`src/rtl/pipe_buf_stage.sv`:
```
// pipe_buf_stage: two-entry pipeline buffer (MAIN head + SKID) with a registered in_ready,
// so the upstream ready never depends combinationally on out_ready.
//
// Parameters:
//   WIDTH  payload width in bits (1..512)
//   CNT_W  width of each performance counter
//
// Ports:
//   clk        single clock, rising edge
//   reset      synchronous active-low reset
//   in_valid   upstream offers in_data
//   in_ready   stage can accept this cycle (registered)
//   in_data    upstream payload
//   out_valid  out_data holds a live payload
//   out_ready  downstream consumes this cycle
//   out_data   head payload (MAIN)
//   flush      discard all held payloads
//   level      occupancy 0..2
//   stall_cnt  cycles with out_valid=1 and out_ready=0 (saturating)
//   flush_cnt  cycles with flush=1 (saturating)
//
// Build option: define PIPE_BUF_PERF_EN to enable the performance counters; otherwise
// stall_cnt and flush_cnt are tied to zero and no counter flops exist.

module pipe_buf_stage #(
  parameter int unsigned WIDTH = 32,
  parameter int unsigned CNT_W = 16
) (
  input  logic             clk,
  input  logic             reset,
  input  logic             in_valid,
  output logic             in_ready,
  input  logic [WIDTH-1:0] in_data,
  output logic             out_valid,
  input  logic             out_ready,
  output logic [WIDTH-1:0] out_data,
  input  logic             flush,
  output logic [1:0]       level,
  output logic [CNT_W-1:0] stall_cnt,
  output logic [CNT_W-1:0] flush_cnt
);

  typedef enum logic [1:0] {
    StEmpty = 2'd0,
    StOne   = 2'd1,
    StTwo   = 2'd2
  } state_e;

  state_e           state_q, state_d;
  logic [WIDTH-1:0] main_q, main_d;
  logic [WIDTH-1:0] skid_q, skid_d;
  logic             in_ready_q, in_ready_d;
  logic             accept, pop;

  assign accept = in_valid & in_ready_q;
  assign pop    = out_valid & out_ready;

  // Next-state and datapath.
  always_comb begin
    state_d = state_q;
    main_d  = main_q;
    skid_d  = skid_q;
    if (flush) begin
      // A payload accepted alongside a flush is dropped; a pop still completes.
      state_d = StEmpty;
    end else begin
      unique case (state_q)
        StEmpty: begin
          if (accept) begin
            main_d  = in_data;
            state_d = StOne;
          end
        end
        StOne: begin
          if (accept && pop) begin
            main_d = in_data;
          end else if (accept) begin
            skid_d  = in_data;
            state_d = StTwo;
          end else if (pop) begin
            state_d = StEmpty;
          end
        end
        StTwo: begin
          if (pop) begin
            main_d  = skid_q;
            state_d = StOne;
          end
        end
        default: state_d = StEmpty;
      endcase
    end
    // Ready for next cycle is decided from the next state, keeping it a pure flop output.
    in_ready_d = (state_d != StTwo);
  end

  always_ff @(posedge clk) begin
    if (!reset) begin
      state_q    <= StEmpty;
      main_q     <= '0;
      skid_q     <= '0;
      in_ready_q <= 1'b1;
    end else begin
      state_q    <= state_d;
      main_q     <= main_d;
      skid_q     <= skid_d;
      in_ready_q <= in_ready_d;
    end
  end

  // Outputs.
  always_comb begin
    in_ready  = in_ready_q;
    out_valid = (state_q != StEmpty);
    out_data  = main_q;
    level     = 2'd0;
    unique case (state_q)
      StEmpty: level = 2'd0;
      StOne:   level = 2'd1;
      StTwo:   level = 2'd2;
      default: level = 2'd0;
    endcase
  end

`ifdef PIPE_BUF_PERF_EN
  logic [CNT_W-1:0] stall_cnt_q;
  logic [CNT_W-1:0] flush_cnt_q;

  // Both counters saturate at all-ones.
  always_ff @(posedge clk) begin
    if (!reset) begin
      stall_cnt_q <= '0;
      flush_cnt_q <= '0;
    end else begin
      if (out_valid && !out_ready && (stall_cnt_q != {CNT_W{1'b1}})) begin
        stall_cnt_q <= stall_cnt_q + CNT_W'(1);
      end
      if (flush && (flush_cnt_q != {CNT_W{1'b1}})) begin
        flush_cnt_q <= flush_cnt_q + CNT_W'(1);
      end
    end
  end

  assign stall_cnt = stall_cnt_q;
  assign flush_cnt = flush_cnt_q;
`else
  assign stall_cnt = '0;
  assign flush_cnt = '0;
`endif

endmodule
```
`config.mk`:
```
export PLATFORM = sky130hd
export DESIGN_NAME = pipe_buf_stage
export DESIGN_NICKNAME = d
export VERILOG_FILES = /design/src/rtl/pipe_buf_stage.sv
export SDC_FILE = /design/constraint.sdc
export NUM_CORES = 1
export LEC_CHECK = 0
export BUFFER_PORTS_ARGS = -buffer_cell sky130_fd_sc_hd__buf_2
export CAP_MARGIN = 20
export CORE_ASPECT_RATIO = 0.6
export CORE_MARGIN = 4
export CORE_UTILIZATION = 45
export DETAILED_ROUTE_END_ITERATION = 6
export PLACE_DENSITY = 0.75
export SETUP_SLACK_MARGIN = 0.3
export SLEW_MARGIN = 20
export SYNTH_ARGS = -nofsm -noshare
export SYNTH_HDL_FRONTEND = slang
export SYNTH_SLANG_ARGS = --single-unit
export TNS_END_PERCENT = 1
```
`constraint.sdc`:
```
create_clock -name clk -period 1.8 [get_ports clk]
set_input_delay 0.54 -clock clk [delete_from_list [all_inputs] [get_ports clk]]
set_output_delay 0.54 -clock clk [all_outputs]
set_load 0.01 [all_outputs]
```
-- Word level (Yosys, flattened, before mapping)
Index checks and enable logic that the tools add are counted.
- register bits after elaboration: 67
- input port bits: 37
- word-level logic and storage cells: 32
- eq/ne operators: 6
- mux-type cells: 12
- bitwise gates (word level): 4
- reductions and logical operators: 6
- operator list (kind ; count):
    $mux W32 ; 3
    $pmux W32 S3 ; 1
    $mux W2 ; 6
    $ne A2 B2 Y1 const B ; 4
    $pmux W2 S3 ; 1
    $reduce_and A5 Y1 ; 1
    $pmux W2 S2 ; 1
    $reduce_and A4 Y1 ; 1
    $reduce_bool A3 Y1 ; 1
    $and A1 B1 Y1 ; 2
    $eq A2 B1 Y1 const B ; 1
    $eq A2 B2 Y1 const B ; 1
    $logic_not A2 Y1 ; 1
    $not A1 Y1 ; 2
    $reduce_bool A2 Y1 ; 1
    $logic_and A1 B1 Y1 ; 1

-- Logic depth before layout (Yosys ltp)
- depth after elaboration: 8
- mapped depth: 7

-- Worst setup path after synthesis
No wires, ideal clock.
- kind: input -> register
- from: input port in_valid
- to: register main_q[19], in the netlist out_data[19]
- setup time: 116 ps
- data arrival time: 1602 ps
- data required time: 1684 ps
- setup slack: 82 ps
- stages on the path: 5
- buffers on the path: 1
- cell sequence: nand2_1 o41ai_4 buf_6 nand2_1 o211a_1
- cells in the longest elaborated chain, start to end: 4
- RTL lines (item ; RTL line ; RTL):
    from (decl) ; 31 ; input logic in_valid,
    $and A1 B1 Y1 (*) ; 55 ; assign accept = in_valid & in_ready_q;
    $logic_and A1 B1 Y1 ; 75 ; if (accept && pop) begin
    $ne A2 B2 Y1 (no line) ; - ;
    $reduce_and A5 Y1 (no line) (*) ; - ;
    to (signal assigned) ; 105 ; main_q <= main_d;
    to (decl) ; 50 ; logic [WIDTH-1:0] main_q, main_d;
Every way passes the cells marked *; elsewhere a longest branch is shown, timed or not.
A chain may end at the register's enable or synchronous reset.

-- Final worst setup path
- from: register state_q[1]
- to: output port out_valid
- cells in the longest elaborated chain, start to end: 1
- RTL lines (item ; RTL line ; RTL):
    from (decl) ; 49 ; state_e state_q, state_d;
    from (signal assigned) ; 99 ; state_q <= StEmpty;
    from (signal assigned) ; 104 ; state_q <= state_d;
    $reduce_bool A2 Y1 ; 114 ; out_valid = (state_q != StEmpty);
    to (decl) ; 34 ; output logic out_valid,
No other way between the ends.

==> results.py <==
metrics = {
    "global_routing": {
        "most_utilized_layer_in_the_global_route_result": "met2",
        "grt.met1_usage": 0.233,
        "grt_start_max_net_pins": 39,
        "global_route_wire_length_before_repair_mm": 11.0,
        "met3_usage": 0.0630,
        "gr-usage-met2": 0.239,
        "grt_antenna_before_repair": 0,
        "via_count_of_the_first_global_routing_pass": 2272,
        "global_route.overflow_total": 0,
        "track_usage": 0.166,
    },
    "logic_synthesis": {
        "synth_async_sr_flop_share": 0,
        "most_used_standard_cell_by_instance_count_after_synthesis": "sky130_fd_sc_hd__nand2_1",
        "yosys_warning_count": 0,
        "netlist-cell-type-count": 24,
        "ys_seq_elements": 67,
        "post_synth_main_area_contributors": "sky130_fd_sc_hd__dfxtp_1 (42%), sky130_fd_sc_hd__nand2_1 (12%), sky130_fd_sc_hd__mux2i_1 (10%)",
        "synth_flop_cell": "sky130_fd_sc_hd__dfxtp_1",
        "synth_sequential_area_ratio": 0.425,
        "synth_top_area_cell": "sky130_fd_sc_hd__dfxtp_1",
        "synth_area_mm2": 0.00316,
        "synth_cells": 335,
        "synth_top_cells_by_count": "sky130_fd_sc_hd__nand2_1 (98), sky130_fd_sc_hd__dfxtp_1 (67), sky130_fd_sc_hd__buf_4 (33), sky130_fd_sc_hd__mux2i_1 (33)",
        "number_of_synthesized_flops_with_an_enable_pin": 0,
        "syn_avg_cell_area_um2": 9.43,
        "yosys.area.top_type_share": 0.425,
    },
    "clock_network": {
        "clk_path_buf_depth": 2,
        "clock_tree_from_tritoncts": "done",
        "cts.sink_count": 67,
        "cts_max_level": 3,
        "clock_insertion_delay_worst_skew_ns": 0.32,
        "numCtsBuffers": 9,
        "path_clk_slew_ns": 0.06,
        "clockRootBuffer": "sky130_fd_sc_hd__clkbuf_16",
        "cts_hold_buf": 0,
    },
    "pwr": {
        "clock_power_share": 0.504,
        "power.ir.vdd_worst_mv": 0.560,
        "power.switching_uw": 879,
        "swShare": 0.223,
        "power_per_cell_area_mw_per_mm2": 1010,
        "internal_power_uw": 3070,
        "combPwrFrac": 0.097,
        "sequentialPowerShare": 0.400,
        "p_leak_uw": 0.00221,
    },
    "timing": {
        "fin_setup_tns_ns": 0,
        "timing.final.crit_period_ns": 1.67,
        "postLayoutSetupSlackWorst_ns": 0.129,
        "timing.final.setup_violations": 0,
        "rsz0062_at_grt": "true",
        "timing.final.hold_violations": 0,
        "timing.clock.skew_ns": 0.00673,
        "hold-worst-slack_ns": 0.450,
        "max_slew_violation_count": 0,
        "max_freq_mhz": 598,
        "finalCritPeriodShare": 0.928,
    },
    "critical_path": {
        "critPathMaxFanout": 5,
        "startpoint_type": "flip-flop",
        "worst_setup_path_end_kind": "output port",
        "cp.required_ns": 1.26,
        "reg2reg_slack_ns": 0.16,
        "critical_path_arrival_ns": 1.13,
        "critical_setup_path_class": "flip-flop to output port",
    },
    "routing": {
        "drc": 0,
        "routedWlPerCell_um": 13.8,
        "antenna_left": 0,
        "via_count": 2413,
        "aggregate_routed_wire_length_mm": 6.88,
        "route.detailed.vias_per_inst": 4.85,
        "detail_route.iter0.violations": 150,
        "detailedRoute.firstPassIterationCount": 4,
    },
    "die": {
        "die_y_um": 72.9,
        "full_die_area_mm2": 0.00847,
        "placement_rows": 23,
        "effective_utilization_at_floorplan": 0.469,
        "design.core.area_mm2": 0.00673,
        "io_pins": 105,
        "dieWidth_um": 116,
    },
    "finish": {
        "antenna-diode-count": 0,
        "finalNetCount": 443,
        "drive_above_1_share": 0.268,
        "syn2layout_area_growth_pct": 23.9,
        "total_non_filler_cell_area_in_the_finished_layout_mm2": 0.00391,
    },
    "placed_design": {
        "place.port_buffers": 72,
        "hpwlAfterDp_mm": 4.58,
        "dpl_worst_slack_ns": -0.0846,
        "placed_cell_area_mm2": 0.00351,
        "finalWeightedCongestion": 0.745,
    },
    "worst_hold_path": {
        "hold_wc_path_type": "flip-flop to flip-flop",
    },
    "flow_run": {
        "drv_cap": 0,
    },
    "run_status": {
        "run_status": "complete, no violations",
    },
}
-- power groups by stage --
stage / Clock [uW] / Sequential [uW] / Combinational [uW]
final: 1990 / 1580 / 381
after CTS: 2020 / 1580 / 383
after floorplan: 0 / 1630 / 255
after detailed placement: 0 / 1610 / 374
after global placement: 0 / 1610 / 367
after global routing: 2090 / 1580 / 422
-- layer usage --
| layer | part of all wire | vias to the layer above |
|---|---|---|
| met5 | 0 | - |
| met4 | 0.0073 | 0 |
| met3 | 0.072 | 7 |
| met2 | 0.42 | 69 |
| met1 | 0.50 | 1124 |
| li1 | - | 1213 |
-- cells in the final DEF (no fill, tap or decap), types with 3 or more instances in the layout --
cell type / n
sky130_fd_sc_hd__buf_12: 7
sky130_fd_sc_hd__bufinv_16: 3
sky130_fd_sc_hd__buf_2: 71
sky130_fd_sc_hd__dfxtp_1: 65
sky130_fd_sc_hd__clkbuf_16: 9
sky130_fd_sc_hd__buf_6: 3
sky130_fd_sc_hd__o211a_1: 32
sky130_fd_sc_hd__a21boi_1: 32
sky130_fd_sc_hd__conb_1: 32
sky130_fd_sc_hd__mux2i_1: 33
sky130_fd_sc_hd__buf_4: 5
sky130_fd_sc_hd__nand2_1: 97
-- state kept, by name, summed over array words and instances, names as in the netlist --
name      cells
in_ready      1
out_data     32
skid_q       32
state_q       2
-- worst max-delay path, stage by stage, from the launching register on --
cell and delay, ns:
sky130_fd_sc_hd__dfxtp_4 0.34, sky130_fd_sc_hd__buf_6 0.13, sky130_fd_sc_hd__or2_4 0.22, sky130_fd_sc_hd__buf_6 0.12
-- stage by stage --
step / util / total power (uW) / cells
finish: 0.581 / 3950 / 498
global route: 0.581 / 4100 / 498
CTS: 0.581 / 3980 / 498
detailed placement: 0.522 / 1980 / 480
global placement: 0.522 / 1970 / 480
floorplan: - / 1880 / 366
-- layout make-up --
type / instances / area, um2
fill: 599 / 2820
clock inverter: 7 / 116
tap: 87 / 109
multi-input combinational: 240 / 1540
inverter: 2 / 7.51
sequential: 67 / 1350
clock buffer: 9 / 225
timing repair buffer: 86 / 567
-- repair_timing --
| action | CTS | global route |
|---|---|---|
| cloned | 0 | 0 |
| setup endpoints to repair | 69 | 70 |
| resized for setup | 8 | 1 |
| pin swaps | 1 | 1 |
| buffers inserted | 2 | 0 |
-- worst paths after layout --
path | from | to | cells after the start
setup / recovery | state_q[1] | out_valid | 3
hold / removal | skid_q[13] | skid_q[13] | 2
setup reg to reg | state_q[1] | out_data[9] | 6
hold reg to reg | skid_q[13] | skid_q[13] | 2
-- logic make-up (layout without fill, tap and decap cells) --
logic type	after synthesis	after routing	synth area share
other cells	1	32	0.00119
flops	67	67	0.425
buf+inv	59	104	0.134
simple gates	107	107	0.144
mux	33	33	0.105
compound gates	68	68	0.192
Note: power is estimated with default switching activity, not from simulation.
